===== config.mk =====
export PLATFORM = sky130hd
export DESIGN_NAME = f2_eval_pipe
export DESIGN_NICKNAME = d
export VERILOG_FILES = /design/src/rtl/f2_pkg.sv /design/src/rtl/f2_lane.sv /design/src/rtl/f2_eval_pipe.sv
export SDC_FILE = /design/constraint.sdc
export NUM_CORES = 1
export LEC_CHECK = 0
export BUFFER_PORTS_ARGS = -buffer_cell sky130_fd_sc_hd__buf_2
export CORE_UTILIZATION = 35
export CTS_CLUSTER_DIAMETER = 200
export DETAILED_ROUTE_END_ITERATION = 6
export PLACE_DENSITY = 0.61
export SLEW_MARGIN = 20
export SYNTH_ARGS = -nofsm -noshare
export SYNTH_HDL_FRONTEND = slang
export SYNTH_SLANG_ARGS = --single-unit

===== constraint.sdc =====
create_clock -name clk -period 3.5 [get_ports clk]
set_input_delay 0.175 -clock clk [delete_from_list [all_inputs] [get_ports clk]]
set_output_delay 0.175 -clock clk [all_outputs]
set_load 0.05 [all_outputs]

===== src/rtl/f2_pkg.sv =====
// f2_pkg -- shared types and constants for the F2 evaluation pipeline.
//   mode_e      : per-beat evaluation mode (F2, F2_MIN, CHECK, reserved = F2)
//   st_state_e  : self-test FSM states
//   lane_ops_t  : one lane's operands; packed so that {b,d,g,f,e} is the
//                 5-bit truth-table index used by the self-test sweep
//   F2_TT       : truth table of the lane function, bit i = f(i)
package f2_pkg;

  typedef enum logic [1:0] {
    MODE_F2     = 2'd0,
    MODE_F2_MIN = 2'd1,
    MODE_CHECK  = 2'd2,
    MODE_RSVD   = 2'd3
  } mode_e;

  typedef enum logic [1:0] {
    ST_IDLE       = 2'd0,
    ST_WAIT_DRAIN = 2'd1,
    ST_SWEEP      = 2'd2,
    ST_DONE       = 2'd3
  } st_state_e;

  typedef struct packed {
    logic b;
    logic d;
    logic g;
    logic f;
    logic e;
  } lane_ops_t;

  localparam logic [31:0] F2_TT = 32'hF0A0_C0F0;

endpackage


===== src/rtl/f2_lane.sv =====
// f2_lane -- one combinational evaluation lane producing both algebraic
// forms of f = g & (b ? (d|e) : (~d|f)).
//   ops    : lane operands {b,d,g,f,e}
//   f2     : sum-of-products form split on b
//   f2_min : minimised form split on d
// The two forms are logically equal; CHECK mode exposes any disagreement.
module f2_lane
  import f2_pkg::*;
(
  input  lane_ops_t ops,
  output logic      f2,
  output logic      f2_min
);

  assign f2     = ops.g & ((ops.b & (ops.d | ops.e)) | (~ops.b & (~ops.d | ops.f)));
  assign f2_min = ops.g & ((ops.d & (ops.b | ops.f)) | (~ops.d & (~ops.b | ops.e)));

endmodule


===== src/rtl/f2_eval_pipe.sv =====
// f2_eval_pipe -- NCH-lane, two-stage valid/ready pipeline evaluating the F2
// lane function, with output statistics and an optional built-in self-test.
//   clk, rst_n          : clock, asynchronous active-low reset
//   b, d, g, f, e       : per-lane operands (NCH bits each)
//   in_valid / in_ready : input handshake; mode is captured with the beat
//   mode                : 0=F2, 1=F2_MIN, 2=CHECK (form disagreement), 3=F2
//   out_valid/out_ready : result handshake, out_f = per-lane result
//   ones_cnt            : saturating count of result ones over handshakes
//   mismatch_sticky     : set by any non-zero CHECK result; cleared by clr_stats
//   clr_stats           : zero the statistics (wins over a same-cycle handshake)
//   st_start/st_busy/st_done/st_pass : self-test control and status, present
//                         only when F2_SELFTEST_EN is defined
module f2_eval_pipe
  import f2_pkg::*;
#(
  parameter int NCH   = 4,
  parameter int CNT_W = 16
) (
  input  logic             clk,
  input  logic             rst_n,
  input  logic [NCH-1:0]   b,
  input  logic [NCH-1:0]   d,
  input  logic [NCH-1:0]   g,
  input  logic [NCH-1:0]   f,
  input  logic [NCH-1:0]   e,
  input  logic             in_valid,
  output logic             in_ready,
  input  logic [1:0]       mode,
  output logic             out_valid,
  input  logic             out_ready,
  output logic [NCH-1:0]   out_f,
  output logic [CNT_W-1:0] ones_cnt,
  output logic             mismatch_sticky,
  input  logic             clr_stats
`ifdef F2_SELFTEST_EN
  ,
  input  logic             st_start,
  output logic             st_busy,
  output logic             st_done,
  output logic             st_pass
`endif
);

  localparam int SUM_W = CNT_W + 6;
  localparam logic [CNT_W-1:0] CNT_MAX = {CNT_W{1'b1}};

  logic           run_q;
  logic           s1_valid, s2_valid, s2_check;
  logic [NCH-1:0] s1_b, s1_d, s1_g, s1_f, s1_e;
  mode_e          s1_mode;
  logic           s1_ready, s2_ready, in_fire, out_fire, in_open;
  logic [NCH-1:0] lane_f2, lane_min, lane_res;
  logic [SUM_W-1:0] cnt_sum;

  // A stage can take new data when empty or when its contents leave this cycle.
  assign s2_ready  = !s2_valid || out_ready;
  assign s1_ready  = !s1_valid || s2_ready;
  assign in_ready  = run_q && in_open && s1_ready;
  assign in_fire   = in_valid && in_ready;
  assign out_valid = s2_valid;
  assign out_fire  = s2_valid && out_ready;

  for (genvar i = 0; i < NCH; i++) begin : g_lane
    lane_ops_t lane_ops;
    assign lane_ops = '{b: s1_b[i], d: s1_d[i], g: s1_g[i], f: s1_f[i], e: s1_e[i]};
    f2_lane u_lane (.ops(lane_ops), .f2(lane_f2[i]), .f2_min(lane_min[i]));
  end

  // NOTE: every output of a combinational block gets a default first so no path leaves it unassigned (no latch).
  always_comb begin
    lane_res = lane_f2;
    case (s1_mode)
      MODE_F2_MIN: lane_res = lane_min;
      MODE_CHECK:  lane_res = lane_f2 ^ lane_min;
      default:     lane_res = lane_f2;
    endcase
  end

  // NOTE: sequential state uses non-blocking assignments only, so every flop samples pre-edge values.
  always_ff @(posedge clk or negedge rst_n) begin
    if (!rst_n) begin
      run_q    <= 1'b0;
      s1_valid <= 1'b0;
      s2_valid <= 1'b0;
      s2_check <= 1'b0;
      out_f    <= '0;
    end else begin
      run_q <= 1'b1;  // holds in_ready low until the first edge after reset
      if (s1_ready) s1_valid <= in_fire;
      if (s2_ready) begin
        s2_valid <= s1_valid;
        if (s1_valid) begin
          out_f    <= lane_res;
          s2_check <= (s1_mode == MODE_CHECK);
        end
      end
    end
  end

  // NOTE: operand/mode payload registers carry no reset; s1_valid qualifies them, so reset only the control bits.
  always_ff @(posedge clk) begin
    if (in_fire) begin
      s1_b    <= b;
      s1_d    <= d;
      s1_g    <= g;
      s1_f    <= f;
      s1_e    <= e;
      s1_mode <= mode_e'(mode);
    end
  end

  assign cnt_sum = SUM_W'(ones_cnt) + SUM_W'($countones(out_f));

  always_ff @(posedge clk or negedge rst_n) begin
    if (!rst_n) begin
      ones_cnt        <= '0;
      mismatch_sticky <= 1'b0;
    end else if (clr_stats) begin
      ones_cnt        <= '0;
      mismatch_sticky <= 1'b0;
    end else if (out_fire) begin
      ones_cnt <= (cnt_sum > SUM_W'(CNT_MAX)) ? CNT_MAX : cnt_sum[CNT_W-1:0];
      if (s2_check && (|out_f)) mismatch_sticky <= 1'b1;
    end
  end

`ifdef F2_SELFTEST_EN
  st_state_e st_state;
  logic [4:0] st_idx;
  logic       st_acc, st_f2, st_min, st_miss;
  lane_ops_t  st_ops;

  // The sweep index doubles as the lane operands, so index i evaluates f(i).
  assign st_ops  = lane_ops_t'(st_idx);
  assign st_miss = (st_f2 != F2_TT[st_idx]) || (st_min != F2_TT[st_idx]);
  assign in_open = (st_state == ST_IDLE) || (st_state == ST_DONE);

  f2_lane u_st_lane (.ops(st_ops), .f2(st_f2), .f2_min(st_min));

  always_ff @(posedge clk or negedge rst_n) begin
    if (!rst_n) begin
      st_state <= ST_IDLE;
      st_idx   <= '0;
      st_acc   <= 1'b0;
      st_busy  <= 1'b0;
      st_done  <= 1'b0;
      st_pass  <= 1'b0;
    end else begin
      case (st_state)
        ST_IDLE, ST_DONE: begin
          if (st_start) begin
            st_state <= ST_WAIT_DRAIN;
            st_busy  <= 1'b1;
            st_done  <= 1'b0;
            st_pass  <= 1'b0;
          end
        end
        ST_WAIT_DRAIN: begin
          if (!s1_valid && !s2_valid) begin
            st_state <= ST_SWEEP;
            st_idx   <= '0;
            st_acc   <= 1'b1;
          end
        end
        ST_SWEEP: begin
          if (st_miss) st_acc <= 1'b0;
          if (st_idx == 5'd31) begin
            st_state <= ST_DONE;
            st_busy  <= 1'b0;
            st_done  <= 1'b1;
            st_pass  <= st_acc & ~st_miss;
          end else begin
            st_idx <= st_idx + 5'd1;
          end
        end
        default: st_state <= ST_IDLE;
      endcase
    end
  end
`else
  assign in_open = 1'b1;
`endif

endmodule


Yosys cells after proc, flatten, opt, wreduce, memory -nomap -nowiden:

Index checks and enable logic that the tools add are counted.

* bits in registers: 47
* bits of input ports: 27
* logic and storage cells: 97

* add/subtract/negate cells: 4
* magnitude comparators: 1
* equality and inequality tests: 2
* muxes and demuxes: 7
* bitwise operators: 57
* reductions and logical operators: 13

Operators with widths (number)
* $mux 16: 3
* $and 1x1->1: 24
* $or 1x1->1: 24
* $add 16x3->17: 1
* $gt 17x16->1 const B: 1
* $not 1->1: 8
* $pmux 4 s2: 1
* $add 1x1->2: 2
* $logic_and 1x1->1: 4
* $reduce_and 2->1: 2
* $reduce_bool 2->1: 2
* $reduce_or 4->1: 1
* $xor 4x4->4: 1
* $add 2x2->3: 1
* $mux 1: 3
* $eq 2x1->1 const B: 1
* $eq 2x2->1 const B: 1
* $logic_not 1->1: 2
* $logic_or 1x1->1: 2

Depth between registers and ports, before layout:

Gate-level depths: netlist of run 1.

* word-level depth: 7
* depth in mapped cells: 9
* depth with buffers taken out: 9

By module:

A second synthesis of run 1 with hierarchy kept.

* cells, all modules: 205
* area total of the unflattened synthesis: 2323.5 um2

Modules (own cells, without submodules)
* f2_eval_pipe: times used 1, cells an instance 185, area each 2208.4 um2, sequential area each 1286.2 um2
* f2_lane: times used 4, cells an instance 5, area each 28.8 um2, sequential area each 0.0 um2

Least setup slack after synthesis of run 1:

No wires, ideal clock.

* path kind: register -> register
* start: register out_f[0]
* end: register ones_cnt[13]
* setup time: 104 ps
* arrival: 2678 ps
* data required time: 3396 ps
* slack: 718 ps
* stages on the path, launching flop included: 10
* clock period less this slack: 2782 ps
* cell sequence: dfrtp_1 -> fa_1 -> inv_1 -> fa_1 -> inv_1 -> fa_1 -> nand4_1 -> nor4_2 -> nor2_1 -> a221oi_1

* word-level cells in the longest chain between the ends: 7

Ends and longest elaborated chain
* start, declared: line f2_eval_pipe.sv:31 `output logic [NCH-1:0] out_f,`
* start signal, assigned: line f2_eval_pipe.sv:93 `out_f <= lane_res;`
* $add 1x1->2 (not written as such) *: line f2_eval_pipe.sv:112 `assign cnt_sum = SUM_W'(ones_cnt) + SUM_W'($countones(out_f));`
* $add 2x2->3 (not written as such) *: line f2_eval_pipe.sv:112
* $add 16x3->17 *: line f2_eval_pipe.sv:112
* $gt 17x16->1: line f2_eval_pipe.sv:122 `ones_cnt <= (cnt_sum > SUM_W'(CNT_MAX)) ? CNT_MAX : cnt_sum[CNT_W-1:0];`
* $mux 16 *: line f2_eval_pipe.sv:122
* $mux 16 *: line f2_eval_pipe.sv:121 `end else if (out_fire) begin`
* $mux 16 *: line f2_eval_pipe.sv:118 `end else if (clr_stats) begin`
* end signal, assigned: line f2_eval_pipe.sv:122
* end, declared: line f2_eval_pipe.sv:32 `output logic [CNT_W-1:0] ones_cnt,`

Mark *: on every way between the ends. The rest lies on a longest branch, timed or not. The select of a mux whose other input is x is not followed.
A chain may end at the register's enable or synchronous reset.

Worst setup path after layout of run 1:

Ends and elaborated chain as after synthesis.

==> results.json, run 1 <==
{
  "rrSetupSlack_ns": 0.76,
  "synthMostInstantiatedCell": "dfrtp_1",
  "hold_ws_ns": 0.0392,
  "die_width_um": 81.7,
  "power_leakage_nw": 1.14,
  "firstDrtPassIters": 4,
  "clk_latency_ns": 0.30,
  "setup_violations": 0,
  "portBuffers": 49,
  "seq_area_um2": 1290,
  "timing.fmax_ghz": 0.364,
  "syn_inst": 183,
  "crit_buf_inv": 2,
  "power-per-cell-area_nw_per_um2": 440,
  "row_count": 28,
  "final_cell_count_no_fill": 311,
  "ys_ff_latch": 47,
  "syn-num-nets": 217,
  "fin_skew_ns": 0.00764,
  "die_area_um2": 6680,
  "cts_tree": "yes",
  "ioPinCount": 50,
  "postLayoutCoreUtil_pct": 43.8,
  "ys_types": 50,
  "drtIter0Drc": 80,
  "hp-start": "e[2]",
  "crit_path_top_delay_cell": "fa_1",
  "irDropWorstVdd_uv": 190,
  "cp.required_ns": 3.71,
  "coreArea_um2": 6030,
  "path_max_fanout": 5,
  "grt_max_degree": 26,
  "maxSlewViolCount": 0,
  "synth.avg_cell_area_um2": 12.2,
  "fill_cells": 598,
  "gr-total-overflow": 0,
  "r2r-start": "out_f[0]",
  "wl_per_cell_um": 14.8,
  "muxShareOfSynthArea_pct": 0.956,
  "yosys.area.top_type": "edfxtp_1",
  "place_congestion": 0.848,
  "post-place-ws_ns": 0.765,
  "final.min_clock_period_ns": 2.74,
  "synthXorXnorAreaFrac_pct": 0,
  "ctsHtreeMaxLevel": 2,
  "drtAntennaViolNets": 0,
  "die_y_um": 81.7,
  "numCtsBuffers": 5,
  "max_cap_violations": 0,
  "fin_tns_setup_ns": 0,
  "dpl.cell_count": 302,
  "grt_usage_pct": 15.6,
  "rr_endpoint": "ones_cnt[13]",
  "dp_hpwl_mm": 3.35,
  "areaGrowthSynthToFinish_pct": 18.5,
  "synth_compound_area_share_pct": 16.3,
  "crit_type": "reg -> reg",
  "yosysWarnings": 0,
  "grt_pass1_vias": 1623,
  "slew_headroom_pct": 32.9,
  "start_util_pct": 36.9,
  "layout.nets": 269,
  "finalCritPeriodShare_pct": 78.4,
  "synth_fa_ha_area_share_pct": 4.95,
  "start_kind": "register",
  "arrival_ns": 2.95,
  "synth_commonest_cells": "dfrtp_1, edfxtp_1, nor2_1",
  "min_path_cells": 1,
  "max_slew.worst_pin.slew_ns": 1.01,
  "antenna_found_initial": 0,
  "max_stage_delay_ns": 0.54,
  "worst_hold_path.endpoint": "s1_e[2]",
  "vias": 1588,
  "viasPerCell": 5.11,
  "status": "complete, no violations",
  "netlist_area_um2": 2230,
  "hold_viol_final": 0,
  "r2r.worst_path.cells": 9,
  "synth_top_family_by_area": "simple AND/OR/NAND/NOR gates",
  "yosys-top-cells-area": "edfxtp_1, dfrtp_1, nor2_1",
  "setup_slack_ns": 0.756,
  "post_cts_buffers": 0,
  "synth_top_area_share_pct": 29.7,
  "multi_input_area_um2": 865,
  "clockBufferDepth": 2,
  "diodes": 0,
  "grt_setup_unrepaired": "false",
  "cpMostUsedCell": "fa_1",
  "cp_cell_sequence": "fa_1 > inv_1 > fa_1 > inv_1 > fa_1 > nand4_1 > nor4_2 > nor2_1 > a221oi_1",
  "clk_pin_slew_ns": 0.09,
  "ys_seq_area_share_pct": 57.8,
  "async_reset_ff_share_pct": 53.2,
  "grt_pass1_wl_mm": 7.76,
  "cts_resized": 0,
  "end_kind": "register",
  "yosys.area_share.simple_pct": 16.5,
  "synth_edf_count": 22,
  "crit_family": "adder cells",
  "drc": 0,
  "root_buffer": "clkbuf_8",
  "ys.flop_type": "dfrtp_1",
  "min_path_type": "in -> reg",
  "cts.sinks": 47,
  "drive_gt1_share_pct": 28.8,
  "routed_wl_mm": 4.60
}
placed cells by master, fill, tap and decap left out, types with 3 or more instances in the layout:
cell / instances
a211oi_1: 7
a211oi_2: 3
a21oi_1: 9
a22oi_1: 3
a31oi_1: 3
buf_2: 49
clkbuf_8: 5
dfrtp_1: 25
edfxtp_1: 22
fa_1: 3
ha_1: 4
inv_1: 12
nand2_1: 11
nand2b_1: 3
nand3_1: 4
nor2_1: 18
nor2b_1: 3
nor3_1: 5
o211ai_1: 6
o21ai_1: 4
worst reg2reg max path, stage by stage (launching register included):
cell and delay [ns]:
dfrtp_1 0.43, fa_1 0.54, inv_1 0.05, fa_1 0.40
inv_1 0.09, fa_1 0.23, nand4_1 0.14, nor4_2 0.41
nor2_1 0.08, a221oi_1 0.28
per-stage QoR:
| stage | area, um^2 | total power, mW |
|---|---|---|
| floorplan | 2230 | 0.774 |
| detailed placement | 2540 | 0.838 |
| global route | 2640 | 1.22 |
| CTS | 2640 | 1.18 |
| finish | 2640 | 1.16 |
| global placement | 2540 | 0.831 |
cell families after synthesis:
group | Yosys count
other | 1
buffers and inverters | 18
DFF | 47
muxes | 2
and+or+nand+nor | 60
adders and majority gates | 7
AOI/OAI and AO/OA | 48
layer usage:
| metal | vias up | track usage (%) | routed length, um |
|---|---|---|---|
| met5 | - | 0 | 0 |
| met4 | 0 | 6.67 | 111 |
| met3 | 10 | 3.67 | 223 |
| met2 | 43 | 23.6 | 2040 |
| met1 | 750 | 21.2 | 2230 |
| li1 | 785 | - | - |
worst max path at each step:
stage                    to  startpoint  slack (ns)  depth (start not counted)
5_1_grt         ones_cnt[7]    out_f[0]        0.56                          7
2_1_floorplan  ones_cnt[13]    out_f[0]        0.72                          9
4_1_cts        ones_cnt[13]    out_f[0]        0.75                          9
6_report       ones_cnt[13]    out_f[0]        0.76                          9
3_5_place_dp   ones_cnt[13]    out_f[0]        0.77                          9
3_3_place_gp   ones_cnt[13]    out_f[0]        0.82                          9
final cells by class:
| cell class | instances | area share, % |
|---|---|---|
| Sequential cell | 47 | 48.8 |
| Multi-Input combinational cell | 118 | 32.8 |
| Timing Repair Buffer | 50 | 9.68 |
| Tap cell | 75 | 3.56 |
| Clock buffer | 6 | 2.75 |
| Inverter | 13 | 1.85 |
| Clock inverter | 2 | 0.617 |
state kept, by name, summed over array words and instances (netlist names):
signal,flops
s1_mode,2
mismatch_sticky,1
s2_check,1
out_valid,1
s1_g,4
s1_d,4
s1_b,4
s1_e,4
out_f,4
run_q,1
s1_valid,1
s1_f,4
ones_cnt,16
power by group:
part / internal [mW] / switching, mW
sequential: 0.610 / 0.0235
clock: 0.144 / 0.192
combinational: 0.0607 / 0.129
what timing repair did:
action | in CTS | in global routing
hold buffers | 1 | 0
setup endpoints to repair | 0 | 0
endpoints found under the hold margin | 25 | 0
Power figures use the tool's default switching activity.
==> run 2: changes to the inputs <==
Settings changed: PLACE_DENSITY 0.61 to 0.63.
Clock period 3.5 ns to 2.4 ns, I/O delays scaled along.
==> results.json, run 2 (synthesized netlist as in run 1, its figures left out) <==
{
  "drtIter0Drc": 92,
  "coreArea_um2": 6030,
  "vias": 1746,
  "grt_setup_unrepaired": "true",
  "clockBufferDepth": 2,
  "top_register": "ones_cnt",
  "fill_cells": 561,
  "ctsHtreeMaxLevel": 2,
  "die_y_um": 81.7,
  "worst_hold_path.endpoint": "mismatch_sticky",
  "setup_violations": 16,
  "min_path_type": "in -> reg",
  "cp-startpoint": "out_f[0]",
  "drc": 0,
  "fin_skew_ns": 0.00678,
  "grt_pass1_vias": 1651,
  "final.min_clock_period_ns": 2.61,
  "numCtsBuffers": 5,
  "viasPerCell": 4.99,
  "crit_type": "reg -> reg",
  "maxSlewViolCount": 0,
  "max_slew.worst_pin.slew_ns": 0.574,
  "layout_commonest_cell": "buf_2",
  "cp.required_ns": 2.61,
  "status": "complete, but fails checks",
  "die_area_um2": 6680,
  "areaGrowthSynthToFinish_pct": 37.0,
  "firstDrtPassIters": 4,
  "routed_wl_mm": 4.82,
  "rr_endpoint": "ones_cnt[0]",
  "setup_slack_ns": -0.214,
  "antenna_found_initial": 0,
  "clk_latency_ns": 0.30,
  "rrSetupSlack_ns": -0.21,
  "dp_hpwl_mm": 3.27,
  "r2r-start": "out_f[0]",
  "postLayoutCoreUtil_pct": 50.6,
  "grt_pass1_wl_mm": 7.79,
  "cpMostUsedCell": "fa_2",
  "fin_tns_setup_ns": -2.11,
  "root_buffer": "clkbuf_8",
  "cts.sinks": 47,
  "place_congestion": 0.798,
  "max_cap_violations": 0,
  "diodes": 0,
  "layout.nets": 308,
  "max_stage_delay_ns": 0.55,
  "finalCritPeriodShare_pct": 109,
  "slew_headroom_pct": 61.7,
  "arrival_ns": 2.82,
  "r2r.worst_path.cells": 10,
  "drtAntennaViolNets": 0,
  "finalPower_mw": 1.76,
  "grt_usage_pct": 15.9,
  "largest_reg_flops": 16,
  "path_max_fanout": 5,
  "final_cell_mix": "buf_2, dlygate4sd3_1, dfrtp_1, edfxtp_1, nor2_1",
  "power-per-cell-area_nw_per_um2": 576,
  "start_kind": "register",
  "min_path_cells": 2,
  "start_util_pct": 36.9,
  "gr-total-overflow": 0,
  "cp_cell_sequence": "fa_1 > inv_1 > fa_2 > inv_2 > fa_2 > nand3_2 > nor4_4 > buf_4 > nand2_4 > a311oi_2",
  "clk_pin_slew_ns": 0.09,
  "irDropWorstVdd_uv": 258,
  "hp-start": "clr_stats",
  "grt_max_degree": 26,
  "portBuffers": 49,
  "row_count": 28,
  "power_leakage_nw": 1.35,
  "violations": "setup timing",
  "hold_viol_final": 0,
  "ioPinCount": 50,
  "drive_gt1_share_pct": 36.0,
  "wl_per_cell_um": 13.8,
  "cts_tree": "yes",
  "end_kind": "register",
  "hold_ws_ns": 0.215,
  "die_width_um": 81.7,
  "crit_path_top_delay_cell": "fa_1",
  "timing.fmax_ghz": 0.383
}
run 2: cell count changes in the layout (fill, tap and decap cells not counted), sizes merged:
cell         previous run  this run
nand2                  12        13
dlygate4sd3             1        23
buf                    49        65
run 2: worst max path at each step:
stage / cells past startpoint / end / slack [ns]
final: 10 / ones_cnt[0] / -0.21
after global routing: 10 / ones_cnt[0] / -0.30
after CTS: 9 / ones_cnt[13] / -0.20
after detailed placement: 9 / ones_cnt[12] / -0.21
after global placement: 9 / ones_cnt[0] / -0.09
after floorplan: 9 / ones_cnt[0] / -0.18
run 2: critical path: cells and delay by family, from the launching register on:
kind / cells / cell delay, ns
flops: 1 / 0.42
compound gates: 1 / 0.29
simple gates: 3 / 0.37
fa+ha+maj: 3 / 1.15
buf+inv: 3 / 0.30
run 2: area by class of cell:
cell class / count / area, um^2 / area share [%]
Inverter: 13 / 48.8 / 1.60
Clock buffer: 6 / 72.6 / 2.38
Multi-Input combinational cell: 119 / 932 / 30.6
Timing Repair Buffer: 88 / 596 / 19.5
Clock inverter: 2 / 16.3 / 0.533
Sequential cell: 47 / 1290 / 42.3
Tap cell: 75 / 93.8 / 3.08
run 2: routing by layer:
layer / part of all wire (%) / vias up / global-route usage [%]
li1: - / 866 / -
met1: 47 / 841 / 21.5
met2: 48 / 33 / 24.9
met3: 3.7 / 6 / 3.44
met4: 1.6 / 0 / 5.79
met5: 0 / - / 0
run 2: per-stage QoR:
step                std cells  setup WS (ns)  area (um^2)
floorplan                 183         -0.183         2260
global placement          314        -0.0940         2660
detailed placement        314         -0.215         2660
CTS                       349         -0.196         3040
global route              350         -0.304         3050
finish                    350         -0.214         3050
run 2: report_power, final:
group,total [mW],internal (mW),switching (mW)
Clock,0.482,0.209,0.272
Sequential,0.921,0.891,0.0304
Combinational,0.353,0.144,0.209
run 2: timing repair:
action                                  in CTS  in global routing
resized for setup                            6                  0
pin swaps                                    7                  3
endpoints found under the setup margin      16                 16
hold buffers                                23                  0
gates cloned                                 1                  0
endpoints found under the hold margin       47                  0
buffers inserted                             3                  1
